## config.mk

```make
export PLATFORM = sky130hd
export DESIGN_NAME = minterm_sweep_eval
export DESIGN_NICKNAME = d
export VERILOG_FILES = /design/src/rtl/minterm_pkg.sv /design/src/rtl/minterm_lut.sv /design/src/rtl/minterm_sweep_eval.sv
export SDC_FILE = /design/constraint.sdc
export NUM_CORES = 1
export LEC_CHECK = 0
export CORE_ASPECT_RATIO = 0.8
export CORE_UTILIZATION = 54
export CTS_BUF_LIST = sky130_fd_sc_hd__clkbuf_16
export DETAILED_ROUTE_END_ITERATION = 16
export HOLD_SLACK_MARGIN = 0.03
export PLACE_DENSITY = 0.95
export REMOVE_ABC_BUFFERS = 1
export SYNTH_ARGS = -nofsm -noshare
export SYNTH_HDL_FRONTEND = slang
export SYNTH_HIERARCHICAL = 1
export SYNTH_SLANG_ARGS = --single-unit
```

## constraint.sdc

```tcl
create_clock -name clk -period 5.3 [get_ports clk]
set_input_delay 0.53 -clock clk [delete_from_list [all_inputs] [get_ports clk]]
set_output_delay 0.53 -clock clk [all_outputs]
set_load 0.01 [all_outputs]
```

## src/rtl/minterm_pkg.sv

```systemverilog
// Shared types and constants for the programmable sum-of-minterms function unit.
package minterm_pkg;

  localparam int TT_MAX_W = 64;

  typedef enum logic [1:0] {
    IDLE,
    SWEEP,
    DONE
  } state_t;

  function automatic bit n_in_legal(input int n);
    return (n >= 2) && (n <= 6);
  endfunction

endpackage

```

## src/rtl/minterm_lut.sv

```systemverilog
// Combinational truth-table select: f = tt[sel]. Shared by the lookup and sweep paths.
module minterm_lut
  import minterm_pkg::*;
#(
  parameter int N_IN = 4,
  localparam int TT_W = 2**N_IN
) (
  input  logic [TT_W-1:0] tt,
  input  logic [N_IN-1:0] sel,
  output logic            f
);

  assign f = tt[sel];

endmodule

```

## src/rtl/minterm_sweep_eval.sv

```systemverilog
// N-input sum-of-minterms unit: streamed lookups, or an exhaustive self-generated sweep
// of all 2^N_IN input vectors with a count of the minterms seen.
module minterm_sweep_eval
  import minterm_pkg::*;
#(
  parameter int          N_IN    = 4,
  parameter logic [63:0] TT_INIT = 64'hDF03,
  localparam int         TT_W    = 2**N_IN
) (
  input  logic            clk,
  input  logic            rst_n,
  input  logic            cfg_we,
  input  logic [TT_W-1:0] cfg_tt,
  output logic            cfg_err,
  input  logic            sweep_start,
  output logic            sweep_busy,
  output logic            sweep_done,
  output logic [N_IN:0]   minterm_cnt,
  input  logic            in_valid,
  input  logic [N_IN-1:0] in_vec,
  output logic            in_ready,
  output logic            out_valid,
  output logic [N_IN-1:0] out_vec,
  output logic            out_f,
  input  logic            out_ready
);

  if (!n_in_legal(N_IN) || (TT_W > TT_MAX_W)) begin : g_param_check
    $error("minterm_sweep_eval: N_IN must be in 2..6");
  end

  localparam logic [N_IN:0] IDX_END = (N_IN+1)'(TT_W);

  state_t          state, state_nx;
  logic [TT_W-1:0] tt_q;
  logic [N_IN:0]   idx;
  logic            out_sweep;
  logic [N_IN-1:0] lut_sel;
  logic            lut_f;
  logic            can_load, sweep_issue, lookup_acc, beat_acc, sweep_acc;

  assign can_load    = !out_valid || out_ready;
  assign in_ready    = (state == IDLE) && !sweep_start && can_load;
  assign sweep_issue = (state == SWEEP) && can_load && (idx != IDX_END);
  assign lookup_acc  = in_valid && in_ready;
  assign beat_acc    = out_valid && out_ready;
  // A lookup result still pending when the sweep starts must not be counted.
  assign sweep_acc   = (state == SWEEP) && beat_acc && out_sweep;
  assign sweep_busy  = (state != IDLE);
  assign sweep_done  = (state == DONE);
  assign lut_sel     = (state == SWEEP) ? idx[N_IN-1:0] : in_vec;

  minterm_lut #(.N_IN(N_IN)) u_lut (
    .tt  (tt_q),
    .sel (lut_sel),
    .f   (lut_f)
  );

  always_ff @(posedge clk or negedge rst_n) begin
    if (!rst_n) state <= IDLE;
    else        state <= state_nx;
  end

  always_comb begin
    state_nx = state;
    unique case (state)
      IDLE:    if (sweep_start) state_nx = SWEEP;
      SWEEP:   if ((idx == IDX_END) && sweep_acc) state_nx = DONE;
      DONE:    state_nx = IDLE;
      default: state_nx = IDLE;
    endcase
  end

  always_ff @(posedge clk or negedge rst_n) begin
    if (!rst_n) begin
      tt_q        <= TT_INIT[TT_W-1:0];
      idx         <= '0;
      minterm_cnt <= '0;
      cfg_err     <= 1'b0;
    end else begin
      cfg_err <= cfg_we && (state != IDLE);
      if (cfg_we && (state == IDLE)) tt_q <= cfg_tt;
      if ((state == IDLE) && sweep_start) begin
        idx         <= '0;
        minterm_cnt <= '0;
      end else begin
        if (sweep_issue) idx <= idx + (N_IN+1)'(1);
        if (sweep_acc)   minterm_cnt <= minterm_cnt + (N_IN+1)'(out_f);
      end
    end
  end

  always_ff @(posedge clk or negedge rst_n) begin
    if (!rst_n) begin
      out_valid <= 1'b0;
      out_vec   <= '0;
      out_f     <= 1'b0;
      out_sweep <= 1'b0;
    end else if (sweep_issue) begin
      out_valid <= 1'b1;
      out_vec   <= idx[N_IN-1:0];
      out_f     <= lut_f;
      out_sweep <= 1'b1;
    end else if (lookup_acc) begin
      out_valid <= 1'b1;
      out_vec   <= in_vec;
      out_f     <= lut_f;
      out_sweep <= 1'b0;
    end else if (out_ready) begin
      out_valid <= 1'b0;
    end
  end

endmodule

```

* Word level (Yosys, flattened, before mapping)
Cells that the tools add are included.
Storage, ports and cells: register bits after elaboration 36, bits of input ports 26, word-level logic and storage cells 59
Cells by class: add/subtract/negate cells 2, $lt $le $gt $ge 1, equal/unequal tests 6, muxes and demuxes 19, reduce and logical (&&, ||, !) cells 22
Operators by type and width (count):
- 5-bit two-way mux | 4
- 1-bit logical AND | 12
- 4-bit two-way mux | 3
- 1-bit two-way mux | 8
- 2-bit nonzero test | 4
- 5-bit by 1-bit adder with 5-bit output | 1
- 5-bit by 1-bit adder with 5-bit output, second input constant | 1
- 5-bit equality test, second input constant | 1
- 4-bit by 5-bit < comparator with 1-bit output, second input constant | 1
- 5-bit inequality test, second input constant | 1
- 1-bit binary-select mux with 4-bit select | 1
- 2-bit two-way mux | 2
- 2-bit case mux with 2 select lines | 1
- 3-bit nonzero test | 1
- 2-bit by 1-bit equality test with 1-bit output, second input constant | 1
- 2-bit equality test, second input constant | 1
- 1-bit logical NOT | 2
- 2-bit logical NOT | 1
- 2-bit by 1-bit inequality test with 1-bit output, second input constant | 1
- 2-bit inequality test, second input constant | 1
- 2-bit AND reduction | 1
- 1-bit logical OR | 1

* Logic depth before layout (Yosys ltp)
Gate-level depths: netlist (run 1).
depth in word-level cells 6, mapped depth 8, depth with buffers taken out 7

* Hierarchy
Netlist (run 1), hierarchy kept.
By module, submodules not included:
- minterm_sweep_eval | times used 1, cells each 141, area an instance 1695.4 µm², seq. area each 912.1 µm²
- minterm_lut | times used 1, cells each 7, area an instance 135.1 µm², seq. area each 0.0 µm²

* Worst setup path before layout (run 1)
OpenSTA, ideal clock, no wires.
path kind reg-to-reg, start point reg state[1], end point reg out_f, setup time 125 ps, data arrival time 2163 ps, slack 3012 ps, cell stages (with the launch flop) 8, path buffers 1, clock period less this slack 2288 ps, cells stage by stage dfrtp_1 -> nand2b_1 -> buf_2 -> o21ai_0 -> mux4_1 -> mux2i_1 -> mux2i_1 -> mux2_2
On the way: longest elaborated chain between the ends 6, elaborated cells on any way between the ends 13, those cells by class 1 x eq/ne; 5 x mux; 7 x reduce/logical
RTL lines:
- from (decl) | line minterm_sweep_eval.sv:34 | state_t state, state_nx;
- from (signal assigned) | line minterm_sweep_eval.sv:61 | else state <= state_nx;
- 2-bit by 1-bit equality test with 1-bit output (*) | line minterm_sweep_eval.sv:51 | assign lut_sel = (state == SWEEP) ? idx[N_IN-1:0] : in_vec;
- 4-bit two-way mux (*) | line minterm_sweep_eval.sv:51
- via lut_sel[0] | line minterm_sweep_eval.sv:38 | logic [N_IN-1:0] lut_sel;
- 1-bit binary-select mux with 4-bit select (*) | line minterm_lut.sv:13 | assign f = tt[sel];
- 1-bit two-way mux (implied by the code) (*) | line minterm_lut.sv:13
- via lut_f | line minterm_sweep_eval.sv:39 | logic lut_f;
- 1-bit two-way mux | line minterm_sweep_eval.sv:104 | end else if (lookup_acc) begin
- 1-bit two-way mux (*) | line minterm_sweep_eval.sv:99 | end else if (sweep_issue) begin
- to (signal assigned) | line minterm_sweep_eval.sv:102 | out_f <= lut_f;
- to (signal assigned) | line minterm_sweep_eval.sv:107 | out_f <= lut_f;
- to (decl) | line minterm_sweep_eval.sv:24 | output logic out_f,
The timed path passes the listed nets; every way through them passes the cells marked *. The select of a mux whose other input is x is not followed. A chain may end at the register's enable or synchronous reset.

* Final worst setup path (run 1)
Ends and elaborated chain as after synthesis.

==> impl_metrics.py, run 1 <==
metrics = {
    "run_status": {
        "status": "completed",
    },
    "global_route": {
        "grt_pass1_vias": 1365,
        "grt_max_degree": 37,
        "antenna_found_initial": 0,
        "grt-ovfl-total": 0,
        "grt_pass1_wl_mm": 6.56,
        "grt_use_total_pct": 26.7,
    },
    "timing": {
        "period_share_pct": 50.2,
        "hold_ws_ns": 0.510,
        "final.setup.tns_ns": 0,
        "worstMarginPinSlew_ns": 0.737,
        "final_hold_viol_count": 0,
        "slew_violations": 0,
        "rsz0062_at_grt": "false",
        "fmax_mhz": 376,
        "setup_violations": 0,
        "slew_headroom_pct": 50.3,
        "finClkSkew_ns": 0.00407,
        "fin_crit_ns": 2.66,
    },
    "final_layout": {
        "fillers": 202,
        "diodes": 0,
        "regArea_sq_um": 912,
        "final_cells": 233,
        "multi_input_area_sq_um": 862,
        "fin_nets": 222,
        "drive_above_1_share_pct": 19.7,
        "area_growth_pct": 30.2,
    },
    "detailed_routing": {
        "post-route-drc-count": 0,
        "wire_per_inst_um": 17.6,
        "drtIter0Drc": 51,
        "antenna_left": 0,
        "viasPerCell": 5.79,
        "first_pass_iters": 4,
        "dr_total_vias": 1348,
        "routed_wl_mm": 4.11,
    },
    "min_path": {
        "holdPathEnd": "tt_q[3]",
        "holdCritStartpoint": "tt_q[3]",
        "holdCritPathClass": "reg -> reg",
        "min_delay_path_depth": 1,
    },
    "power": {
        "pwr-share-comb_pct": 43.8,
        "power_frac_seq_pct": 36.9,
        "intPower_w": 0.000932,
        "p_leak_nw": 1.08,
        "swShare_pct": 33.6,
        "p_sw_w": 0.000472,
        "power.clock.fraction_pct": 19.3,
        "peakVddDrop_v": 0.000400,
        "power_density_mw_per_mm2": 589,
    },
    "logic_synthesis": {
        "synth_edf_count": 0,
        "synth_top_cell_area_share_pct": 36.9,
        "ys_warn_count": 6,
        "ys_ff_latch": 36,
        "netlist_area_sq_mm": 0.00183,
        "synth_top_area_cell": "dfrtp_1",
        "synth.top_cells.by_area": "dfrtp_1, dfstp_2, mux2_4",
        "yosysSeqAreaShare_pct": 49.8,
        "synthFlopType": "dfrtp_1",
        "avgSynthCellArea_sq_um": 12.4,
        "synth_cell_types": 32,
        "ys_async_sr_fraction_pct": 100,
        "synthCells": 148,
    },
    "cts": {
        "numCtsBuffers": 5,
        "clkTransAtPathRegs_ns": 0.05,
        "cts_resized": 0,
        "cts_tree": "built",
        "cts_hold_buffers": 0,
        "clock-sinks": 36,
        "root_buffer": "clkbuf_16",
        "insertion_delay_ns": 0.28,
        "post-cts-setup-buffer-count": 0,
        "cts_max_level": 2,
        "clock_path_buffers": 2,
    },
    "worst_setup_path": {
        "critical-path-slowest-cell": "mux4_1",
        "crit_type": "reg -> reg",
        "crit_family": "multiplexers",
        "crit_fanout": 9,
        "slowest_delay_ns": 0.67,
        "cpMostUsedCell": "mux2i_1",
        "cp.depth": 6,
        "path_buf_inv": 0,
        "r2r-end": "out_f",
        "crit_chain": "nand2b_1 > o21ai_0 > mux4_1 > mux2i_1 > mux2i_1 > mux2_2",
        "critPathLaunch": "state[1]",
        "r2r-start": "state[1]",
        "rrSetupSlack_ns": 2.64,
        "end_kind": "register",
        "reg2regPathDepth": 6,
        "required_ns": 5.46,
        "cp-start-kind": "register",
        "crit_arrival_ns": 2.82,
    },
    "die": {
        "start_util_pct": 58.1,
        "dieArea_sq_mm": 0.00363,
        "num_rows": 18,
        "fp.dieH_um": 54.1,
        "io_pins": 41,
        "core_sq_mm": 0.00315,
        "die-width_um": 67.1,
    },
    "placement": {
        "place_inst": 225,
        "hpwlAfterDp_mm": 3.01,
        "portBuffers": 40,
        "gp_congestion": 0.854,
    },
    "job": {
        "cap_violations": 0,
    },
}
-- layout make-up --
class | instances | area share [%]
tap | 40 | 2.10
inverter | 4 | 0.630
clock buffer | 5 | 5.25
timing repair buffer | 41 | 17.1
clock inverter | 3 | 0.472
sequential | 36 | 38.3
multi-input combinational | 104 | 36.2
-- sequential cells by signal, indices dropped and copies added, names as in the netlist --
signal       cells
out_vec          4
out_sweep        1
tt_q            16
idx              5
out_f            1
minterm_cnt      5
cfg_err          1
out_valid        1
state            2
-- cell families after synthesis --
group,count (synthesis),synth area share (%)
mux,30,23.2
fa+ha+maj,4,2.73
simple gates,54,15.4
compound gates,13,4.37
buf+inv,8,3.08
xor+xnor,3,1.44
flops,36,49.8
-- layer usage --
layer	global-route usage, %	wire [um]	vias up
met5	0	0	-
met4	14.5	130	0
met3	8.90	224	15
met2	46.2	2120	54
met1	29.3	1640	662
li1	-	-	617
-- cells in the mapped netlist (all sizes together) (4+ instances only) --
library cell,n
dfrtp,27
nand2,24
mux2,17
nor2,11
dfstp,9
mux2i,9
nand3,5
a21oi,4
buf,4
ha,4
inv,4
mux4,4
-- layout by cell type, fill, tap and decap left out --
cell and count:
nand2_1 24, nand2b_2 1, nor2_1 10, xnor2_1 3, dfrtp_1 27, nor3_1 2, ha_1 4, mux2i_1 9
and2b_4 1, nand4bb_1 1, mux2_2 7, and2_1 1, clkdlybuf4s50_1 40, nor2_4 1, nand3_1 4, mux4_1 4
mux2_4 10, and4_1 1, buf_4 1, a21oi_1 4, clkinv_1 1, and2b_1 2, o21ai_0 3, o211ai_1 3
clkbuf_16 5, dfstp_2 9, inv_1 6, o31ai_1 3, and2_4 1, nand2b_1 1, nand4b_2 1, nand3_2 1
nand4_1 2
-- worst reg2reg max path, stage by stage (launching register included) --
cell	delay [ns]
dfrtp_1	0.42
nand2b_1	0.31
o21ai_0	0.66
mux4_1	0.67
mux2i_1	0.15
mux2i_1	0.08
mux2_2	0.26
-- power by group through the flow --
| stage | Combinational [W] | Sequential (W) | Clock, W |
|---|---|---|---|
| after global routing | 0.000673 | 0.000529 | 0.000289 |
| final | 0.000614 | 0.000518 | 0.000271 |
| after floorplan | 0.000416 | 0.000497 | 0 |
| after CTS | 0.000619 | 0.000517 | 0.000275 |
| after global placement | 0.000569 | 0.000504 | 0 |
| after detailed placement | 0.000607 | 0.000515 | 0 |
-- how the worst max path moves through the flow --
stage | slack [ns] | end
after global routing | 2.51 | out_f
after detailed placement | 2.69 | out_f
after floorplan | 3.03 | out_f
final | 2.64 | out_f
after CTS | 2.64 | out_f
after global placement | 2.79 | out_f
-- metrics by stage --
stage          util (%)  instance area [sq um]  worst slack (ns)  power [W]
5_1_grt            75.6                   2380              2.51    0.00149
4_1_cts            75.6                   2380              2.64    0.00141
6_report           75.6                   2380              2.64    0.00140
2_1_floorplan         -                   1790              3.03   0.000913
3_5_place_dp       71.3                   2250              2.69    0.00112
3_3_place_gp       71.3                   2250              2.79    0.00107
Power figures use the tool's default switching activity.
==> inputs of run 2 (changes only) <==
CORE_UTILIZATION = 45   (was 54)
PLACE_DENSITY = 0.87   (was 0.95)
clock period = 2.35 ns   (was 5.3 ns; I/O delays follow)
==> impl_metrics.py, run 2 (synthesis results as in run 1) <==
metrics = {
    "detailed_routing": {
        "antenna_left": 0,
        "post-route-drc-count": 0,
        "dr_total_vias": 1281,
        "routed_wl_mm": 3.55,
        "first_pass_iters": 4,
        "viasPerCell": 5.14,
        "drtIter0Drc": 50,
        "wire_per_inst_um": 14.2,
    },
    "final_layout": {
        "diodes": 0,
        "multi_input_area_sq_um": 866,
        "layout_common_cells": "clkdlybuf4s50_1, dfrtp_1, nand2_1",
        "area_growth_pct": 32.0,
        "largest-register": "tt_q",
        "regArea_sq_um": 912,
        "layout_commonest_cell": "clkdlybuf4s50_1",
        "fillers": 320,
        "reg_top3": "tt_q: 16 flops, idx: 5 flops, minterm_cnt: 5 flops",
        "drive_above_1_share_pct": 21.6,
        "largest_register_ffs": 16,
        "fin_nets": 223,
    },
    "cts": {
        "numCtsBuffers": 5,
        "cts_tree": "built",
        "clock_path_buffers": 2,
        "clkTransAtPathRegs_ns": 0.05,
        "insertion_delay_ns": 0.27,
        "cts_max_level": 2,
        "post-cts-setup-buffer-count": 0,
        "root_buffer": "clkbuf_16",
        "clock-sinks": 36,
        "cts_hold_buffers": 0,
        "cts_resized": 1,
    },
    "global_route": {
        "grt_max_degree": 37,
        "grt-ovfl-total": 0,
        "grt_pass1_vias": 1258,
        "grt_pass1_wl_mm": 5.93,
        "grt_use_total_pct": 18.6,
        "antenna_found_initial": 0,
    },
    "timing": {
        "final_hold_viol_count": 0,
        "slew_violations": 0,
        "hold_ws_ns": 0.375,
        "setup_violations": 0,
        "finClkSkew_ns": 0.00171,
        "final.setup.tns_ns": 0,
        "slew_headroom_pct": 70.3,
        "fmax_mhz": 459,
        "rsz0062_at_grt": "false",
        "period_share_pct": 92.7,
        "worstMarginPinSlew_ns": 0.446,
        "fin_crit_ns": 2.18,
    },
    "worst_setup_path": {
        "crit_chain": "nand2b_1 > buf_4 > nand2_1 > o21ai_2 > mux4_1 > mux2i_1 > mux2i_1 > mux2_2",
        "cpMostUsedCell": "mux2i_1",
        "crit_type": "reg -> reg",
        "crit_fanout": 8,
        "path_buf_inv": 1,
        "slowest_delay_ns": 0.59,
        "end_kind": "register",
        "cp-start-kind": "register",
        "crit_family": "multiplexers",
        "required_ns": 2.51,
        "critical-path-slowest-cell": "mux4_1",
        "crit_arrival_ns": 2.34,
    },
    "die": {
        "start_util_pct": 47.5,
        "dieArea_sq_mm": 0.00433,
        "num_rows": 20,
        "die-width_um": 73.3,
        "core_sq_mm": 0.00385,
        "fp.dieH_um": 59.0,
        "io_pins": 41,
    },
    "power": {
        "peakVddDrop_v": 0.000602,
        "p_leak_nw": 1.08,
        "power_density_mw_per_mm2": 1300,
    },
    "placement": {
        "hpwlAfterDp_mm": 2.67,
        "gp_congestion": 0.804,
        "portBuffers": 40,
    },
    "min_path": {
        "holdCritPathClass": "in -> async",
    },
    "run_status": {
        "status": "completed",
    },
    "job": {
        "cap_violations": 0,
    },
}
==> run 2: worst paths after layout <==
path                               start              to  slack [ns]  depth (start not counted)
worst max-delay path            state[1]           out_f        0.17                          8
worst min-delay path               rst_n  minterm_cnt[2]        0.38                          2
min in group clk                  idx[4]          idx[4]        0.51                          1
max in group asynchronous          rst_n        tt_q[11]        1.62                          2
worst max register to register  state[1]           out_f        0.17                          8
worst min register to register    idx[4]          idx[4]        0.51                          1
==> run 2: area by class of cell <==
cell class                 count  share of cell area, %
clock buffer                   5                   5.18
timing repair buffer          42                   17.2
tap                           55                   2.85
sequential                    36                   37.8
inverter                       4                  0.621
clock inverter                 3                  0.570
multi-input combinational    104                   35.8
==> run 2: worst reg2reg max path, delay by kind of cell, from the launching register on <==
kind | cells | cell delay [ns]
DFF | 1 | 0.41
muxes | 4 | 1.10
AOI/OAI and AO/OA | 1 | 0.12
buffers and inverters | 1 | 0.18
and+or+nand+nor | 2 | 0.27
==> run 2: stage by stage <==
stage | area [sq um] | instances | power [W] | utilization [%] | setup WS (ns)
final | 2420 | 249 | 0.00314 | 62.7 | 0.171
after global routing | 2420 | 249 | 0.00336 | 62.7 | 0.0506
after CTS | 2410 | 249 | 0.00315 | 62.6 | 0.101
after detailed placement | 2270 | 241 | 0.00251 | 59.0 | -0.0259
after global placement | 2270 | 241 | 0.00245 | 59.0 | 0.0721
after floorplan | 1790 | 144 | 0.00206 | - | 0.0790
==> run 2: routing by layer <==
metal | wire length [um] | track usage, % | vias up | part of all wire [%]
met5 | 0 | 0 | - | 0
met4 | 30 | 5.77 | 0 | 0.85
met3 | 185 | 4.08 | 3 | 5.2
met2 | 1650 | 29.5 | 39 | 47
met1 | 1680 | 25.9 | 626 | 47
li1 | - | - | 613 | -
==> run 2: where the power goes <==
group | internal [W] | leakage, nW | switching, W
combinational | 0.000787 | 0.594 | 0.000581
sequential | 0.000948 | 0.419 | 0.000201
clock | 0.000384 | 0.0710 | 0.000237
